[src/rtl/m_trap_ctrl.sv]
// Machine-mode trap controller: M-only trap CSRs, exception/interrupt arbitration,
// trap entry / MRET sequencing and PC redirect handshake. Optional mtval via TRAP_MTVAL_EN.
module m_trap_ctrl #(
  parameter logic [31:0] RESET_MTVEC = 32'h0000_0000,
  parameter bit          MEIP_SYNC   = 1'b1
) (
  input  logic        clk,
  input  logic        rst_n,
  input  logic [11:0] csr_addr,
  input  logic        csr_we,
  input  logic [31:0] csr_wdata,
  output logic [31:0] csr_rdata,
  input  logic        exc_req,
  input  logic [4:0]  exc_code,
  input  logic [31:0] exc_pc,
  input  logic [31:0] exc_tval,
  input  logic        boundary,
  input  logic        mret_req,
  input  logic        meip_in,
  input  logic        mtip_in,
  input  logic        msip_in,
  output logic        redirect_valid,
  output logic [31:0] redirect_pc,
  input  logic        redirect_ready,
  output logic        busy
);

  localparam logic [11:0] A_MSTATUS = 12'h300;
  localparam logic [11:0] A_MIE     = 12'h304;
  localparam logic [11:0] A_MTVEC   = 12'h305;
  localparam logic [11:0] A_MEPC    = 12'h341;
  localparam logic [11:0] A_MCAUSE  = 12'h342;
  localparam logic [11:0] A_MTVAL   = 12'h343;
  localparam logic [11:0] A_MIP     = 12'h344;

  typedef enum logic [1:0] {S_IDLE, S_ENTER, S_MRET, S_REDIR} state_e;

  state_e      state_q, state_d;
  logic        st_mie_q, st_mie_d;
  logic        st_mpie_q, st_mpie_d;
  logic [2:0]  mie_q, mie_d;           // {MEIE, MTIE, MSIE}
  logic [31:0] mtvec_q, mtvec_d;
  logic [31:0] mepc_q, mepc_d;
  logic [31:0] mcause_q, mcause_d;
  logic [31:0] redir_pc_q, redir_pc_d;
  logic        trap_irq_q, trap_irq_d;
  logic [4:0]  trap_code_q, trap_code_d;
  logic [31:0] trap_pc_q, trap_pc_d;
  logic [31:0] mtval_rd;
  logic        meip_s;

  generate
    if (MEIP_SYNC) begin : g_meip_sync
      logic [1:0] sync_q;
      always_ff @(posedge clk or negedge rst_n) begin
        if (!rst_n) sync_q <= 2'b00;
        else        sync_q <= {sync_q[0], meip_in};
      end
      assign meip_s = sync_q[1];
    end else begin : g_meip_raw
      assign meip_s = meip_in;
    end
  endgenerate

  logic [2:0]  mip;      // {MEIP, MTIP, MSIP}
  logic [2:0]  irq_pend;
  logic [4:0]  irq_code;
  logic [31:0] mtvec_base;
  logic [31:0] trap_target;

  assign mip      = {meip_s, mtip_in, msip_in};
  assign irq_pend = mip & mie_q & {3{st_mie_q}};

  // MEI > MSI > MTI
  always_comb begin
    irq_code = 5'd7;
    if (irq_pend[2])      irq_code = 5'd11;
    else if (irq_pend[0]) irq_code = 5'd3;
  end

  // Only mode 01 vectors, and only for interrupts; the add wraps at 32 bits.
  assign mtvec_base  = {mtvec_q[31:2], 2'b00};
  assign trap_target = (trap_irq_q && mtvec_q[1:0] == 2'b01)
                     ? mtvec_base + {25'd0, trap_code_q, 2'b00}
                     : mtvec_base;

  logic wr_mstatus, wr_mie, wr_mtvec, wr_mepc, wr_mcause;
  assign wr_mstatus = csr_we && csr_addr == A_MSTATUS;
  assign wr_mie     = csr_we && csr_addr == A_MIE;
  assign wr_mtvec   = csr_we && csr_addr == A_MTVEC;
  assign wr_mepc    = csr_we && csr_addr == A_MEPC;
  assign wr_mcause  = csr_we && csr_addr == A_MCAUSE;

`ifdef TRAP_MTVAL_EN
  logic [31:0] mtval_q, mtval_d;
  logic [31:0] trap_tval_q, trap_tval_d;
  logic        wr_mtval;
  assign wr_mtval = csr_we && csr_addr == A_MTVAL;
  assign mtval_rd = mtval_q;

  always_comb begin
    mtval_d     = mtval_q;
    trap_tval_d = trap_tval_q;
    if (wr_mtval) mtval_d = csr_wdata;
    if (state_q == S_IDLE && exc_req)  trap_tval_d = exc_tval;
    else if (state_q == S_IDLE)        trap_tval_d = 32'd0;
    if (state_q == S_ENTER) mtval_d = trap_irq_q ? 32'd0 : trap_tval_q;
  end

  always_ff @(posedge clk or negedge rst_n) begin
    if (!rst_n) begin
      mtval_q     <= 32'd0;
      trap_tval_q <= 32'd0;
    end else begin
      mtval_q     <= mtval_d;
      trap_tval_q <= trap_tval_d;
    end
  end
`else
  logic unused_tval;
  assign unused_tval = ^exc_tval;
  assign mtval_rd    = 32'd0;
`endif

  // CSR writes first; FSM hardware updates override them on collision.
  always_comb begin
    state_d     = state_q;
    st_mie_d    = st_mie_q;
    st_mpie_d   = st_mpie_q;
    mie_d       = mie_q;
    mtvec_d     = mtvec_q;
    mepc_d      = mepc_q;
    mcause_d    = mcause_q;
    redir_pc_d  = redir_pc_q;
    trap_irq_d  = trap_irq_q;
    trap_code_d = trap_code_q;
    trap_pc_d   = trap_pc_q;

    if (wr_mstatus) begin
      st_mie_d  = csr_wdata[3];
      st_mpie_d = csr_wdata[7];
    end
    if (wr_mie)    mie_d    = {csr_wdata[11], csr_wdata[7], csr_wdata[3]};
    if (wr_mtvec)  mtvec_d  = csr_wdata;
    if (wr_mepc)   mepc_d   = {csr_wdata[31:2], 2'b00};
    if (wr_mcause) mcause_d = csr_wdata;

    unique case (state_q)
      S_IDLE: begin
        if (exc_req) begin
          trap_irq_d  = 1'b0;
          trap_code_d = exc_code;
          trap_pc_d   = exc_pc;
          state_d     = S_ENTER;
        end else if (boundary && |irq_pend) begin
          trap_irq_d  = 1'b1;
          trap_code_d = irq_code;
          trap_pc_d   = exc_pc;
          state_d     = S_ENTER;
        end else if (mret_req) begin
          state_d = S_MRET;
        end
      end
      S_ENTER: begin
        mepc_d     = {trap_pc_q[31:2], 2'b00};
        mcause_d   = {trap_irq_q, 26'd0, trap_code_q};
        st_mpie_d  = st_mie_q;
        st_mie_d   = 1'b0;
        redir_pc_d = trap_target;
        state_d    = S_REDIR;
      end
      S_MRET: begin
        st_mie_d   = st_mpie_q;
        st_mpie_d  = 1'b1;
        redir_pc_d = mepc_q;
        state_d    = S_REDIR;
      end
      S_REDIR: begin
        if (redirect_ready) state_d = S_IDLE;
      end
      default: state_d = S_IDLE;
    endcase
  end

  always_ff @(posedge clk or negedge rst_n) begin
    if (!rst_n) begin
      state_q     <= S_IDLE;
      st_mie_q    <= 1'b0;
      st_mpie_q   <= 1'b0;
      mie_q       <= 3'b000;
      mtvec_q     <= RESET_MTVEC;
      mepc_q      <= 32'd0;
      mcause_q    <= 32'd0;
      redir_pc_q  <= 32'd0;
      trap_irq_q  <= 1'b0;
      trap_code_q <= 5'd0;
      trap_pc_q   <= 32'd0;
    end else begin
      state_q     <= state_d;
      st_mie_q    <= st_mie_d;
      st_mpie_q   <= st_mpie_d;
      mie_q       <= mie_d;
      mtvec_q     <= mtvec_d;
      mepc_q      <= mepc_d;
      mcause_q    <= mcause_d;
      redir_pc_q  <= redir_pc_d;
      trap_irq_q  <= trap_irq_d;
      trap_code_q <= trap_code_d;
      trap_pc_q   <= trap_pc_d;
    end
  end

  always_comb begin
    csr_rdata = 32'd0;
    unique case (csr_addr)
      A_MSTATUS: csr_rdata = {19'd0, 2'b11, 3'd0, st_mpie_q, 3'd0, st_mie_q, 3'd0};
      A_MIE:     csr_rdata = {20'd0, mie_q[2], 3'd0, mie_q[1], 3'd0, mie_q[0], 3'd0};
      A_MTVEC:   csr_rdata = mtvec_q;
      A_MEPC:    csr_rdata = mepc_q;
      A_MCAUSE:  csr_rdata = mcause_q;
      A_MTVAL:   csr_rdata = mtval_rd;
      A_MIP:     csr_rdata = {20'd0, mip[2], 3'd0, mip[1], 3'd0, mip[0], 3'd0};
      default:   csr_rdata = 32'd0;
    endcase
  end

  assign redirect_valid = (state_q == S_REDIR);
  assign redirect_pc    = redir_pc_q;
  assign busy           = (state_q != S_IDLE);

endmodule

[config.mk]
export PLATFORM = sky130hd
export DESIGN_NAME = m_trap_ctrl
export DESIGN_NICKNAME = d
export VERILOG_FILES = /design/src/rtl/m_trap_ctrl.sv
export SDC_FILE = /design/constraint.sdc
export NUM_CORES = 1
export LEC_CHECK = 0
export ABC_AREA = 1
export CAP_MARGIN = 25
export CORE_ASPECT_RATIO = 0.8
export CORE_UTILIZATION = 40
export DETAILED_ROUTE_END_ITERATION = 10
export GPL_TIMING_DRIVEN = 0
export PLACE_DENSITY = 0.78
export SYNTH_ARGS = -nofsm -noshare
export SYNTH_HDL_FRONTEND = slang
export SYNTH_SLANG_ARGS = --single-unit
[constraint.sdc]
create_clock -name clk -period 1.8 [get_ports clk]
set_clock_uncertainty 0.1 [all_clocks]
set_input_delay 0.27 -clock clk [delete_from_list [all_inputs] [get_ports clk]]
set_output_delay 0.27 -clock clk [all_outputs]
set_load 0.01 [all_outputs]
==> results.md <==
- Post-synthesis instance area: 8900 sq um
- R2R depth: 13
- Startpoint of the most critical setup path: csr_addr[5]
- Worst Slack Setup Final: -288.1 ps
- Register-to-Register Setup Slack: -280 ps
- Standard cell core area: 21,680 sq um
- Met3 routing resource usage after global routing: 8.618%
- Setup violators final: 74
- Worst Hold Margin: 176.4 ps
- Post-Layout Inst Area: 13,240 sq um
- Final min period: 2088 ps
- Cell-internal power: 9.761 mW
- Die outline area: 22,850 sq um
- Register area: 4247 sq um
- Max Cap Violations: 0
- Deepest clock path buffer count: 2
- Total area of multi-input combinational cells: 4876 sq um
- Slew HR: 57.23%
- Placer's final routability congestion estimate: 0.9486
- Global Route met1 Usage: 41.89%
- Worst Hold End: g_meip_sync.sync_q[0]
- Final worst-path cycle share: 116.0%
- Clock tree from TritonCTS: done
- Arrival time at the worst endpoint: 1720 ps
- Switching power summed over all nets: 7.046 mW
- Die Y-Extent: 135.4 microns
- Via count: 9,758
- Routed WL per cell: 20.28 microns
- Maximum ir drop on the vdd rail: 0.0007003 V
- Met2 track demand over resource: 43.69%
- Number of global-route vias before repair: 9,122
- I/O pin total: 189
- RSZ-0062 raised after global routing: true
- Cells taking the most area after synthesis: dfrtp_1 (48%), nand2_1 (18%), inv_1 (5.8%), o21ai_0 (5.7%), nor2_1 (3.2%)
- Synthesis-stage register bit count: 169
- Endpoint kind of the worst setup timing path: primary output
- Sink Count: 169
- Switching Share: 41.92%
- Sort of element at the start of the critical path: primary input
- Highest clock rate: 478.9 MHz
- Post-synthesis cell type with the largest combined area: dfrtp_1
- Final-layout fill cell count: 1,714
- Result of the run: finished, violations left
- Average cell area after synthesis: 7.466 sq um
- ANT cells: 0
- Clock Power Share: 22.4%
- Number of nets in the layout: 1,565
- Estimated wirelength of the detail-placed design: 23,330 microns
- Flop pwr share: 33.0%
- Global-route wire length before repair: 51,710 microns
- Num CTS Buffers: 17
- Clock latency at the later pin of the worst-skew pair: 450 ps
- Synthesis-to-layout area growth: 48.76%
- Number of placement rows: 48
- Maximum number of pins on one net before global-route repair: 96
- Width of the die: 168.8 microns
- Start point of the worst hold path: meip_in
- Total power per unit cell area: 1270 nW/um^2
- Failing checks: setup timing
- Final Hold Vio Count: 0
- Startpoint of the most critical register-to-register path: mtvec_q[2]
- CTS root buffer: clkbuf_16
- Required time reported for the critical path endpoint: 1430 ps
- Final max-slew violation count: 0
- Leakage power total: 6.185 nW
- Number of antenna violations at the first check in global routing: 1
- Vias per std cell: 5.595
- Drt pass-1 iters: 8
- Yosys warns: 0
- DRC errors left: 0
- Placed cell area: 10,860 sq um
- Overall routing resource usage: 30.20%
- Overall overflow remaining after global route: 0
- DRT antenna net count: 0
- CTS clk-pin slew, worst paths: 80 ps
- Highest-utilization routing layer at the global route stage: met2
- Total detailed-routing wirelength: 35,370 microns
- Relative contribution of combinational cells to total power: 44.7%
- Violation count after the first detailed-routing iteration: 1,170
- Count of distinct cell types in the synthesized netlist: 41
- Maximum fanout along the worst path: 10
- Cell depth of the worst min-delay path: 1
- Path category of the worst min-delay check: in -> reg
- Initial cell density of the core: 41.05%
- Worst r2r dst: redirect_pc[16]
- Total number of H-tree levels: 4
- IO buf count: 152
- Setup Crit Path Kind: in -> out
- Number of standard cells after synthesis: 1,192
- Post-synth top area share: 47.52%
- Share of final-layout standard cells stronger than drive strength 1: 25.90%
- Share of synthesized area occupied by flip-flops and latches: 47.52%
- Worst-margin pin slew: 641.6 ps
==> final cells by class <==
class,count,area share [%]
inverters,144,4.357
well taps,300,2.835
clock buffers,21,3.554
multi-input cells,825,36.83
clock inverters,11,0.9356
plain buffers,51,3.402
flip-flops and latches,169,32.08
repair buffers,223,16.01
==> layer usage <==
metal	vias up	routed length, microns
met3	132	4074
met4	0	1575
li1	4328	-
met5	-	0
met1	4597	14460
met2	701	15250
==> synthesized netlist by cell type <==
| library cell | instances |
|---|---|
| nand2_1 | 431 |
| dfrtp_1 | 169 |
| inv_1 | 138 |
| o21ai_0 | 101 |
| nor2_1 | 77 |
| nand3_1 | 56 |
| a21oi_1 | 37 |
| a22oi_1 | 34 |
| clkbuf_1 | 34 |
| o221ai_1 | 24 |
| buf_2 | 13 |
| ha_1 | 10 |
| o211ai_1 | 10 |
| nand4_1 | 9 |
| nor3_1 | 5 |
| buf_4 | 4 |
| clkinv_1 | 4 |
| or2_2 | 3 |
| a22o_1 | 2 |
| and2_1 | 2 |
| buf_1 | 2 |
| buf_6 | 2 |
| inv_2 | 2 |
| nand2_2 | 2 |
| nand3b_1 | 2 |
| nor2_2 | 2 |
| o22a_1 | 2 |
| xor2_1 | 2 |
| a31oi_1 | 1 |
| conb_1 | 1 |
| fa_1 | 1 |
| nand2_4 | 1 |
| nand3_2 | 1 |
| nand4_4 | 1 |
| nor2_4 | 1 |
| o2111ai_1 | 1 |
| o21a_1 | 1 |
| o21ai_1 | 1 |
| o22ai_1 | 1 |
| o311ai_0 | 1 |
| xnor2_1 | 1 |
==> kinds of logic after synthesis <==
| kind of cell | Yosys count | share of synthesized area (%) |
|---|---|---|
| buffers and inverters | 199 | 8.913 |
| AO/OA/AOI/OAI | 216 | 14.71 |
| XOR/XNOR | 3 | 0.2953 |
| other | 1 | 0.04214 |
| flip-flops | 169 | 47.52 |
| adder cells (fa/ha/maj) | 11 | 1.631 |
| AND/OR/NAND/NOR | 593 | 26.89 |
==> metrics by stage <==
stage          setup WS [ps]  setup TNS [ps]  instances  total power [mW]  util [%]
2_1_floorplan          1.462               0       1193             8.808         -
3_3_place_gp           -6452        -1203250       1645             11.15     49.95
3_5_place_dp           -1268         -119800       1646             11.29     50.10
4_1_cts               -259.9           -6822       1716             15.86     57.66
5_1_grt               -347.1          -13090       1744             17.66     61.06
6_report              -288.1           -9988       1744             16.81     61.06
==> power by group through the flow <==
stage               logic (mW)  clock network [mW]  registers [mW]
finish                    7.51                3.76            5.54
global route              8.13                3.91            5.61
CTS                       6.65                3.74            5.47
detailed placement        5.75                   0            5.54
global placement          5.62                   0            5.53
floorplan                 3.42                   0            5.39
==> repair_timing <==
item,in CTS,in global routing
pin swaps,36,46
setup endpoints to repair,195,154
cloned,3,1
hold buffers,1,0
buffers inserted,42,29
endpoints found under the hold margin,74,0
resized for setup,378,195
==> registers in the layout, summed over array words and instances (netlist names), 2 cells and up <==
signal              cells
mie_q                   3
mcause_q               32
mtvec_q                32
trap_code_q             5
g_meip_sync.sync_q      2
state_q                 2
mepc_q                 30
trap_pc_q              30
redirect_pc            30
==> critical path, stage by stage <==
cell and delay (ps):
buf_6 100, nor2_4 110, nand3b_1 150, nor2_4 180
buf_6 120, nand4_4 120, clkinv_4 110, buf_8 160
nand2_1 60, o211ai_1 140, buf_2 190
==> worst max path at each step <==
stage,slack (ps),to
5_1_grt,-350,redirect_pc[16]
2_1_floorplan,1,redirect_pc[30]
4_1_cts,-260,csr_rdata[18]
3_3_place_gp,-6450,redirect_pc[30]
3_5_place_dp,-1270,csr_rdata[11]
6_report,-290,csr_rdata[18]
==> cells in the final DEF, fill, tap and decap left out, drive strengths merged, types with 3 or more instances in the layout <==
master,netlist,routed
ha,10,10
nor3,5,5
or2,3,3
o21ai,102,102
inv,140,148
a21oi,37,37
nor2,80,80
nand4,10,10
nand2,434,434
clkbuf,34,54
dfrtp,169,169
clkdlybuf4s50,0,105
o211ai,10,10
clkinv,4,4
a22oi,34,34
buf,21,135
nand3,57,57
o221ai,24,24
Power figures use the tool's default switching activity.
